===== src/rtl/imem_loader_pkg.sv =====
// imem_loader_pkg
// Shared definitions for the UART instruction-memory boot loader:
//   SYNC_BYTE      - first byte of every program frame
//   state_t        - loader FSM state encoding
//   status_t       - registered status outputs that belong to one state
//   clks_per_bit() - clock cycles per UART bit (integer division)
//   decode_status()- status outputs that go with a given state
package imem_loader_pkg;

    localparam logic [7:0] SYNC_BYTE = 8'hA5;

    typedef enum logic [2:0] {
        IDLE,
        LEN_HI,
        LEN_LO,
        DATA,
        CSUM,
        DONE,
        ERROR
    } state_t;

    typedef struct packed {
        logic cpu_reset;
        logic busy;
        logic done;
        logic error;
    } status_t;

    function automatic int clks_per_bit(input int clk_freq, input int baud);
        return clk_freq / baud;
    endfunction

    // The core only runs once a verified image is in place, so every state
    // except DONE keeps it in reset.
    function automatic status_t decode_status(input state_t s);
        status_t st;
        st.cpu_reset = 1'b1;
        st.busy      = 1'b0;
        st.done      = 1'b0;
        st.error     = 1'b0;
        case (s)
            LEN_HI, LEN_LO, DATA, CSUM: st.busy = 1'b1;
            DONE: begin
                st.cpu_reset = 1'b0;
                st.done      = 1'b1;
            end
            ERROR:   st.error = 1'b1;
            default: st.busy  = 1'b0;
        endcase
        return st;
    endfunction

endpackage


===== src/rtl/imem_loader_if.sv =====
// imem_loader_if
// Instruction-memory write port driven by the boot loader.
//   we    - one-cycle write strobe
//   addr  - word address (ADDR_W bits)
//   wdata - 32-bit word
// master: the loader (drives), slave: the instruction memory (receives).
interface imem_loader_if #(
    parameter int ADDR_W = 8
) ();
    logic              we;
    logic [ADDR_W-1:0] addr;
    logic [31:0]       wdata;

    modport master (output we, output addr, output wdata);
    modport slave  (input  we, input  addr, input  wdata);
endinterface


===== src/rtl/imem_loader_uart_rx.sv =====
// uart_rx_8n1
// 8N1 UART receiver, LSB first, with a 2-flop input synchronizer.
//   clk, reset_n - clock and asynchronous active-low reset
//   rx           - raw serial line, idle high
//   rx_byte      - last correctly framed byte
//   byte_valid   - 1-cycle pulse when rx_byte is updated (stop-bit mid-sample)
//   frame_err    - 1-cycle pulse when the stop bit was sampled low
module uart_rx_8n1 #(
    parameter int CLKS_PER_BIT = 16
) (
    input  logic       clk,
    input  logic       reset_n,
    input  logic       rx,
    output logic [7:0] rx_byte,
    output logic       byte_valid,
    output logic       frame_err
);
    localparam int CNT_W = $clog2(CLKS_PER_BIT);
    localparam logic [CNT_W-1:0] HALF_LAST = CNT_W'(CLKS_PER_BIT / 2 - 1);
    localparam logic [CNT_W-1:0] FULL_LAST = CNT_W'(CLKS_PER_BIT - 1);

    typedef enum logic [1:0] {RX_IDLE, RX_START, RX_DATA, RX_STOP} rx_state_t;

    rx_state_t        rx_state;
    logic [2:0]       sync;
    logic [CNT_W-1:0] bit_cnt;
    logic [2:0]       bit_idx;
    logic [7:0]       shift_reg;
    logic             rx_s;
    logic             fall;

    // sync[1] is the synchronized line, sync[2] its previous value; the
    // extra flop lets a start bit be recognised as a falling edge so that
    // a line held low (break) does not retrigger.
    assign rx_s = sync[1];
    assign fall = sync[2] & ~sync[1];

    always_ff @(posedge clk or negedge reset_n) begin
        if (!reset_n) begin
            sync <= 3'b111;
        end else begin
            sync <= {sync[1:0], rx};
        end
    end

    // Bit timer: half a bit to reach the start-bit centre, then whole bits
    // to land in the centre of each data bit and the stop bit.
    always_ff @(posedge clk or negedge reset_n) begin
        if (!reset_n) begin
            rx_state   <= RX_IDLE;
            bit_cnt    <= '0;
            bit_idx    <= '0;
            shift_reg  <= '0;
            rx_byte    <= '0;
            byte_valid <= 1'b0;
            frame_err  <= 1'b0;
        end else begin
            byte_valid <= 1'b0;
            frame_err  <= 1'b0;
            unique case (rx_state)
                RX_IDLE: begin
                    bit_cnt <= '0;
                    if (fall) rx_state <= RX_START;
                end
                RX_START: begin
                    if (bit_cnt == HALF_LAST) begin
                        bit_cnt <= '0;
                        bit_idx <= '0;
                        rx_state <= rx_s ? RX_IDLE : RX_DATA;
                    end else begin
                        bit_cnt <= bit_cnt + 1'b1;
                    end
                end
                RX_DATA: begin
                    if (bit_cnt == FULL_LAST) begin
                        bit_cnt   <= '0;
                        shift_reg <= {rx_s, shift_reg[7:1]};
                        bit_idx   <= bit_idx + 1'b1;
                        if (bit_idx == 3'd7) rx_state <= RX_STOP;
                    end else begin
                        bit_cnt <= bit_cnt + 1'b1;
                    end
                end
                RX_STOP: begin
                    if (bit_cnt == FULL_LAST) begin
                        bit_cnt  <= '0;
                        rx_state <= RX_IDLE;
                        if (rx_s) begin
                            rx_byte    <= shift_reg;
                            byte_valid <= 1'b1;
                        end else begin
                            frame_err <= 1'b1;
                        end
                    end else begin
                        bit_cnt <= bit_cnt + 1'b1;
                    end
                end
                default: rx_state <= RX_IDLE;
            endcase
        end
    end
endmodule


===== src/rtl/imem_loader.sv =====
// imem_loader
// UART boot loader: receives a framed program image
//   A5, N_hi, N_lo, N*4 data bytes (big-endian words), XOR checksum of data
// writes it word by word into instruction memory and keeps the core in
// reset until a verified image is loaded.
//   clk, reset_n - clock and asynchronous active-low reset
//   uart_rx      - serial input, idle high
//   imem         - instruction-memory write port (master side)
//   cpu_reset    - active-high reset to the core, low only in DONE
//   load_busy    - a frame is being received
//   load_done    - last frame loaded and verified
//   load_error   - last frame rejected
module imem_loader
    import imem_loader_pkg::*;
#(
    parameter int CLK_FREQ = 50_000_000,
    parameter int BAUD     = 115200,
    parameter int ADDR_W   = 8
) (
    input  logic                 clk,
    input  logic                 reset_n,
    input  logic                 uart_rx,
    imem_loader_if.master        imem,
    output logic                 cpu_reset,
    output logic                 load_busy,
    output logic                 load_done,
    output logic                 load_error
);
    localparam int CLKS_PER_BIT = clks_per_bit(CLK_FREQ, BAUD);
    localparam logic [16:0] MAX_WORDS = 17'(2 ** ADDR_W);

    state_t            state;
    status_t           status;
    logic [7:0]        rx_byte;
    logic              byte_valid;
    logic              frame_err;
    logic [7:0]        len_hi;
    logic [15:0]       len_words;
    logic [ADDR_W:0]   addr_cnt;
    logic [1:0]        byte_idx;
    logic [23:0]       word_asm;
    logic [7:0]        csum;
    logic              we_q;
    logic [ADDR_W-1:0] addr_q;
    logic [31:0]       wdata_q;
    logic [31:0]       word_next;
    logic [ADDR_W:0]   addr_next;
    logic [15:0]       len_next;

    uart_rx_8n1 #(.CLKS_PER_BIT(CLKS_PER_BIT)) u_rx (
        .clk        (clk),
        .reset_n    (reset_n),
        .rx         (uart_rx),
        .rx_byte    (rx_byte),
        .byte_valid (byte_valid),
        .frame_err  (frame_err)
    );

    // Only the three previous bytes of a word need to be held; the fourth
    // arrives with the write.
    assign word_next = {word_asm, rx_byte};
    assign addr_next = addr_cnt + 1'b1;
    assign len_next  = {len_hi, rx_byte};

    // Frame FSM with word assembler and checksum. Status outputs are
    // registered together with the state so they change on the same edge.
    always_ff @(posedge clk or negedge reset_n) begin
        if (!reset_n) begin
            state     <= IDLE;
            status    <= decode_status(IDLE);
            len_hi    <= '0;
            len_words <= '0;
            addr_cnt  <= '0;
            byte_idx  <= '0;
            word_asm  <= '0;
            csum      <= '0;
            we_q      <= 1'b0;
            addr_q    <= '0;
            wdata_q   <= '0;
        end else begin
            we_q <= 1'b0;
            if (frame_err) begin
                if (state inside {LEN_HI, LEN_LO, DATA, CSUM}) begin
                    state  <= ERROR;
                    status <= decode_status(ERROR);
                end
            end else if (byte_valid) begin
                unique case (state)
                    IDLE, DONE, ERROR: begin
                        if (rx_byte == SYNC_BYTE) begin
                            state  <= LEN_HI;
                            status <= decode_status(LEN_HI);
                        end
                    end
                    LEN_HI: begin
                        len_hi <= rx_byte;
                        state  <= LEN_LO;
                        status <= decode_status(LEN_LO);
                    end
                    LEN_LO: begin
                        // The address counter has one spare bit, so exactly
                        // 2^ADDR_W words is still a legal image.
                        if (len_next == 16'd0 || {1'b0, len_next} > MAX_WORDS) begin
                            state  <= ERROR;
                            status <= decode_status(ERROR);
                        end else begin
                            len_words <= len_next;
                            addr_cnt  <= '0;
                            byte_idx  <= '0;
                            csum      <= '0;
                            state     <= DATA;
                            status    <= decode_status(DATA);
                        end
                    end
                    DATA: begin
                        word_asm <= word_next[23:0];
                        csum     <= csum ^ rx_byte;
                        byte_idx <= byte_idx + 1'b1;
                        if (byte_idx == 2'd3) begin
                            we_q     <= 1'b1;
                            addr_q   <= addr_cnt[ADDR_W-1:0];
                            wdata_q  <= word_next;
                            addr_cnt <= addr_next;
                            if (16'(addr_next) == len_words) begin
                                state  <= CSUM;
                                status <= decode_status(CSUM);
                            end
                        end
                    end
                    CSUM: begin
                        if (rx_byte == csum) begin
                            state  <= DONE;
                            status <= decode_status(DONE);
                        end else begin
                            state  <= ERROR;
                            status <= decode_status(ERROR);
                        end
                    end
                    default: begin
                        state  <= IDLE;
                        status <= decode_status(IDLE);
                    end
                endcase
            end
        end
    end

    assign imem.we    = we_q;
    assign imem.addr  = addr_q;
    assign imem.wdata = wdata_q;
    assign cpu_reset  = status.cpu_reset;
    assign load_busy  = status.busy;
    assign load_done  = status.done;
    assign load_error = status.error;
endmodule


===== src/flat_wrapper.sv =====
// flat-port wrapper written by rule: the top's interface ports become plain ports
module imem_loader_flat import imem_loader_pkg::*;
#(
    parameter int CLK_FREQ = 50_000_000,
    parameter int BAUD     = 115200,
    parameter int ADDR_W   = 8
)
  (clk, reset_n, uart_rx, cpu_reset, load_busy, load_done, load_error, imem_we, imem_addr, imem_wdata);
  imem_loader_if #(.ADDR_W(ADDR_W)) imem_i ();
  input  logic clk;
  input  logic reset_n;
  input  logic uart_rx;
  output logic cpu_reset;
  output logic load_busy;
  output logic load_done;
  output logic load_error;
  output wire logic [$bits(imem_i.we)-1:0] imem_we;
  output wire logic [$bits(imem_i.addr)-1:0] imem_addr;
  output wire logic [$bits(imem_i.wdata)-1:0] imem_wdata;
  assign imem_we = imem_i.we;
  assign imem_addr = imem_i.addr;
  assign imem_wdata = imem_i.wdata;
  imem_loader #(.CLK_FREQ(CLK_FREQ), .BAUD(BAUD), .ADDR_W(ADDR_W)) u_core (.clk(clk), .reset_n(reset_n), .uart_rx(uart_rx), .imem(imem_i), .cpu_reset(cpu_reset), .load_busy(load_busy), .load_done(load_done), .load_error(load_error));
endmodule

===== config.mk =====
export PLATFORM = sky130hd
export DESIGN_NAME = imem_loader_flat
export DESIGN_NICKNAME = d
export VERILOG_FILES = /design/src/rtl/imem_loader_pkg.sv /design/src/rtl/imem_loader_if.sv /design/src/rtl/imem_loader_uart_rx.sv /design/src/rtl/imem_loader.sv /design/src/flat_wrapper.sv
export SDC_FILE = /design/constraint.sdc
export NUM_CORES = 1
export LEC_CHECK = 0
export ABC_AREA = 1
export BUFFER_PORTS_ARGS = -buffer_cell sky130_fd_sc_hd__buf_2
export CAP_MARGIN = 10
export CORE_MARGIN = 4
export CORE_UTILIZATION = 45
export DETAILED_ROUTE_END_ITERATION = 16
export PLACE_DENSITY = 0.72
export SYNTH_ARGS = -nofsm -noshare
export SYNTH_HDL_FRONTEND = slang
export SYNTH_SLANG_ARGS = --single-unit
export TNS_END_PERCENT = 100

===== constraint.sdc =====
create_clock -name clk -period 3.35 [get_ports clk]
set_clock_uncertainty 0.1 [all_clocks]
set_input_delay 0.67 -clock clk [delete_from_list [all_inputs] [get_ports clk]]
set_output_delay 0.67 -clock clk [all_outputs]
set_load 0.01 [all_outputs]

# After elaboration in Yosys (flattened, before gate mapping)
# Index checks and enable logic that the tools add are counted.
[totals]
regBits = 150
input_bits = 3
output_inout_bits = 45
elab_cells = 128
[classes]
n_addsub = 4
order_cmp = 1
eq_ne = 27
n_mux = 48
bitwise_logic = 5
n_reduce_logical = 21
[ops]
columns = ["op", "count"]
rows = [
  ["9-bit two-way mux", 4],
  ["3-bit two-way mux", 10],
  ["4-bit two-way mux", 7],
  ["9-bit case mux with 3 select lines", 1],
  ["4-bit case mux with 5 select lines", 1],
  ["9-bit by 1-bit adder with 9-bit output, second input constant", 2],
  ["9-bit case mux with 2 select lines", 1],
  ["9-bit by 16-bit equality test with 1-bit output", 1],
  ["16-bit by 9-bit greater-than comparator with 1-bit output, second input constant", 1],
  ["16-bit logical NOT", 1],
  ["2-bit two-way mux", 8],
  ["8-bit case mux with 2 select lines", 1],
  ["3-bit case mux with 5 select lines", 1],
  ["5-bit AND reduction", 3],
  ["2-bit != test, second input constant", 7],
  ["3-bit equality test, second input constant", 4],
  ["3-bit AND reduction", 4],
  ["4-bit AND reduction", 3],
  ["1-bit two-way mux", 10],
  ["9-bit by 8-bit equality test with 1-bit output, second input constant", 1],
  ["9-bit equality test, second input constant", 1],
  ["8-bit equality test", 1],
  ["8-bit equality test, second input constant", 1],
  ["8-bit two-way mux", 1],
  ["23 further kinds", 31],
]

# Logic depth before layout (Yosys ltp)
[logic_depth]
word_depth = 7
mapped_depth = 14
depth_no_buf = 14

# By module
# Synthesis repeated with hierarchy kept, for this count alone.
[unflattened]
cells_unflattened = 764
hier_area_um2 = 6676.4
[modules_own_cells]
columns = ["module", "n_inst", "cells_each", "area_each_um2", "seq_area_each_um2"]
rows = [
  ["imem_loader", 1, 588, 5019.8, 2879.0],
  ["uart_rx_8n1", 1, 176, 1656.6, 879.6],
]

# Least setup slack after synthesis
# OpenSTA, ideal clock, no wires.
[synth_timing]
kind = "register to register"
from = "register u_core.addr_cnt[0]"
to = "register u_core.state[2]"
setup_ps = 117
t_arrival_ps = 1562
required_time_ps = 3133
setup_slack_ps = 1571
path_stages_with_launch = 15
n_path_buf = 0
period_less_slack_ps = 1779
cell_sequence = "dfrtp_1 ha_1 inv_1 nand2_1 nand2_1 nor2_1 nand2_1 nor2_1 nand3_1 nor2_1 nand3_2 nand2_4 nand2_4 nand2_1 nand2_1"
[synth_between]
elab_chain_len = 4
[synth_rtl]
columns = ["element", "line_no", "source"]
rows = [
  ["start: declaration", "imem_loader.sv:39", "logic [ADDR_W:0] addr_cnt;"],
  ["start signal: assignment", "imem_loader.sv:123", "addr_cnt <= addr_next;"],
  ["9-bit by 1-bit adder with 9-bit output", "imem_loader.sv:62", "assign addr_next = addr_cnt + 1'b1;"],
  ["9-bit by 16-bit equality test with 1-bit output", "imem_loader.sv:124", "if (16'(addr_next) == len_words) begin"],
  ["3-bit != test (no line)", "n/a", ""],
  ["5-bit AND reduction (no line)", "n/a", ""],
  ["end signal: assignment", "imem_loader.sv:69", "state <= IDLE;"],
  ["end signal: assignment", "imem_loader.sv:125", "state <= CSUM;"],
  ["end signal: assignment", "imem_loader.sv:132", "state <= DONE;"],
  ["end: declaration", "imem_loader.sv:32", "state_t state;"],
]
# No other way between the ends.
# A chain may end at the register's enable or synchronous reset.

# Worst setup path in the final report
[layout_timing]
from = "register u_core.state[0]"
to = "register u_core.wdata_q[17] (netlist: u_core.imem.wdata[17])"
[layout_between]
elab_chain_len = 2
[layout_rtl]
columns = ["element", "line_no", "source"]
rows = [
  ["start signal: assignment", "imem_loader.sv:69", ""],
  ["start signal: assignment", "imem_loader.sv:84", "state <= ERROR;"],
  ["start signal: assignment", "imem_loader.sv:91", "state <= LEN_HI;"],
  ["3-bit by 2-bit equality test with 1-bit output", "imem_loader.sv:88", "unique case (state)"],
  ["4-bit AND reduction (no line)", "n/a", ""],
  ["end signal: assignment", "imem_loader.sv:122", "wdata_q <= word_next;"],
  ["end: declaration", "imem_loader.sv:45", "logic [31:0] wdata_q;"],
]
# No other way between the ends.

==> results.sh <==
export IMPL_outcome="complete, no violations"
export IMPL_clock_path_buffers=2
export IMPL_nets=809
export IMPL_drt_initial_drc_count=367
export IMPL_root_buffer="clkbuf_16"
export IMPL_syn_nets=758
export IMPL_insertion_delay_ps=420
export IMPL_grt_usage_pct=17.6
export IMPL_place_ws_ps=1240
export IMPL_route_met2_wl_um=5980
export IMPL_final_period_utilization_pct=63.9
export IMPL_crit_path_max_incr_delay_ps=480
export IMPL_dpl_hpwl_um=8740
export IMPL_r2r_start="u_core.state[0]$_DFFE_PN0P_"
export IMPL_portBuffers=47
export IMPL_hp_class="input port to async pin"
export IMPL_post_cts_buffers=0
export IMPL_path_cells="inv_1 > nor3_4 > nand2_2 > nor2_8 > inv_4 > nand2_1 > o21ai_1"
export IMPL_cts_made_buffers=17
export IMPL_worstPathArrival_ps=2320
export IMPL_reg2reg_to="u_core.imem.wdata[17]$_DFFE_PN0P_"
export IMPL_vias=4943
export IMPL_setup_viol=0
export IMPL_synthTopCellsByArea="dfrtp_1 56%, nand2_1 15%, o21ai_0 4.2%"
export IMPL_initial_utilization_pct=46.6
export IMPL_rsz0062_at_grt="false"
export IMPL_yosysTopAreaCellShare_pct=55.8
export IMPL_critPathKind="flop to flop"
export IMPL_post_synth_num_cell_types=42
export IMPL_top_layer="met4"
export IMPL_maxCapViolCount=0
export IMPL_synth_top_flop_cell="dfrtp_1"
export IMPL_worst_pin_slew_ps=702
export IMPL_ios=48
export IMPL_htreeDepth=4
export IMPL_synth_top_cells_by_count="262 x nand2_1, 146 x dfrtp_1, 72 x inv_1"
export IMPL_ys_ff_latch=150
export IMPL_core_um2=14000
export IMPL_yosys_warnings=0
export IMPL_fill_cells=1220
export IMPL_core_rowCount=43
export IMPL_hold_viol=0
export IMPL_tns_ps=0
export IMPL_start_kind="flop"
export IMPL_drive_gt1_share_pct=14.0
export IMPL_die_area_um2=16500
export IMPL_antenna_found_initial=0
export IMPL_synth_edf_count=0
export IMPL_cp_end_kind="flop"
export IMPL_dr_pass1_iters=5
export IMPL_grt_ovfl_total=0
export IMPL_die_y_um=129
export IMPL_via_per_inst=4.98
export IMPL_dr_wl_met3_um=573
export IMPL_routed_wl_um=13100
export IMPL_postRouteAntennaNets=0
export IMPL_diodes=0
export IMPL_gp_congestion=0.869
export IMPL_max_freq_ghz=0.467
export IMPL_routedWlPerCell_um=13.2
export IMPL_grt_max_degree=74
export IMPL_syn_avg_cell_area_um2=8.75
export IMPL_rr_worst_depth=7
export IMPL_slew_violations=0
export IMPL_postCtsHoldBufs=0
export IMPL_setup_slack_ps=1210
export IMPL_areaGrowthSynthToFinish_pct=16.5
export IMPL_cts_resized=0
export IMPL_yosysMostFrequentCell="nand2_1"
export IMPL_reg2reg_setup_slack_ps=1210
export IMPL_netlist_area_um2=6540
export IMPL_yosysSeqAreaShare_pct=57.4
export IMPL_largest_reg_flops=32
export IMPL_slowest_stage="dfrtp_1"
export IMPL_relSlewSlack_pct=53.2
export IMPL_cts_sinks=150
export IMPL_cts_tree="built"
export IMPL_cp_max_fo=73
export IMPL_syn_instance_count=748
export IMPL_grt_first_pass_wirelength_um=23300
export IMPL_drc=0
export IMPL_fin_crit_ps=2140
export IMPL_wl_met1_um=6250
export IMPL_async_flop_share_pct=100
export IMPL_clk_pin_slew_ps=60
export IMPL_ir_drop_uv=365
export IMPL_power_density_nw_per_um2=550
export IMPL_p_leak_nw=3.81
export IMPL_die_w_um=129
export IMPL_grt_pass1_vias=4831
export IMPL_synth_area_leader_cell="dfrtp_1"
export IMPL_worstPathRequired_ps=3520
==> report_power, final <==
part           internal [mW]  leakage, nW  total, mW  switching, mW
Sequential              1.83         2.08       1.86         0.0224
Clock                   1.43        0.333       2.18          0.757
Combinational         0.0421         1.40      0.154          0.112
==> worst max-delay path: cells and delay by family, from the launching register on <==
family,cells,cell delay [ps]
compound gates,1,90
buf+inv,2,460
flops,1,480
simple gates,4,830
==> logic make-up (layout without fill, tap and decap cells) <==
kind of cell,after synthesis,count (layout),share of synthesized area [%]
AO/OA/AOI/OAI,113,113,9.20
XOR/XNOR,8,8,1.07
adder cells (fa/ha/maj),7,7,1.34
buffers and inverters,98,162,6.37
flip-flops,150,150,57.4
multiplexers,1,1,0.172
AND/OR/NAND/NOR,371,371,24.4
==> per-stage QoR <==
step                power (mW)  util, %  cells  instance area [um2]  hold WS [ps]
global placement          2.04     49.4    960                 6940           247
finish                    4.19     54.3    992                 7620           125
detailed placement        2.05     49.4    960                 6940           247
CTS                       4.23     54.3    992                 7620           143
global route              4.34     54.3    992                 7620           160
floorplan                 1.98        -    748                 6540           245
==> metal layers <==
layer | vias up | global-route usage, %
li1 | 2496 | -
met1 | 2321 | 24.0
met2 | 103 | 27.3
met3 | 23 | 4.03
met4 | 0 | 7.16
met5 | - | 0
==> placed cells by master, fill, tap and decap left out, types with 5 or more instances in the layout <==
master     instances
a21oi_1            6
buf_2             46
bufinv_16          6
clkbuf_16         17
dfrtp_1          146
ha_1               7
inv_1             72
inv_2              5
nand2_1          262
nand3_1           31
nand3b_1           5
nand4_1            9
nor2_1            36
nor3_1             9
o21ai_0           55
o21ai_1           44
xnor2_1            8
==> worst max-delay path by stage <==
stage,startpoint,slack [ps],end,cells after the start
floorplan,u_core.addr_cnt[0]$_DFFE_PN0P_,1570,u_core.state[2]$_DFFE_PN0P_,14
global placement,u_core.state[0]$_DFFE_PN0P_,1230,u_core.imem.wdata[7]$_DFFE_PN0P_,7
detailed placement,u_core.state[0]$_DFFE_PN0P_,1240,u_core.imem.wdata[7]$_DFFE_PN0P_,7
CTS,u_core.state[0]$_DFFE_PN0P_,1220,u_core.imem.wdata[17]$_DFFE_PN0P_,7
global route,u_core.state[0]$_DFFE_PN0P_,1010,u_core.imem.wdata[17]$_DFFE_PN0P_,7
finish,u_core.state[0]$_DFFE_PN0P_,1210,u_core.imem.wdata[17]$_DFFE_PN0P_,7
==> layout make-up <==
type	count	area, um2	area share (%)
clock buffers	18	439	5.76
clock inverters	14	248	3.25
inverters	79	299	3.92
multi-input cells	500	2370	31.1
flip-flops and latches	150	3760	49.3
well taps	180	225	2.95
repair buffers	51	284	3.73
Note: power is estimated with default switching activity, not from simulation.
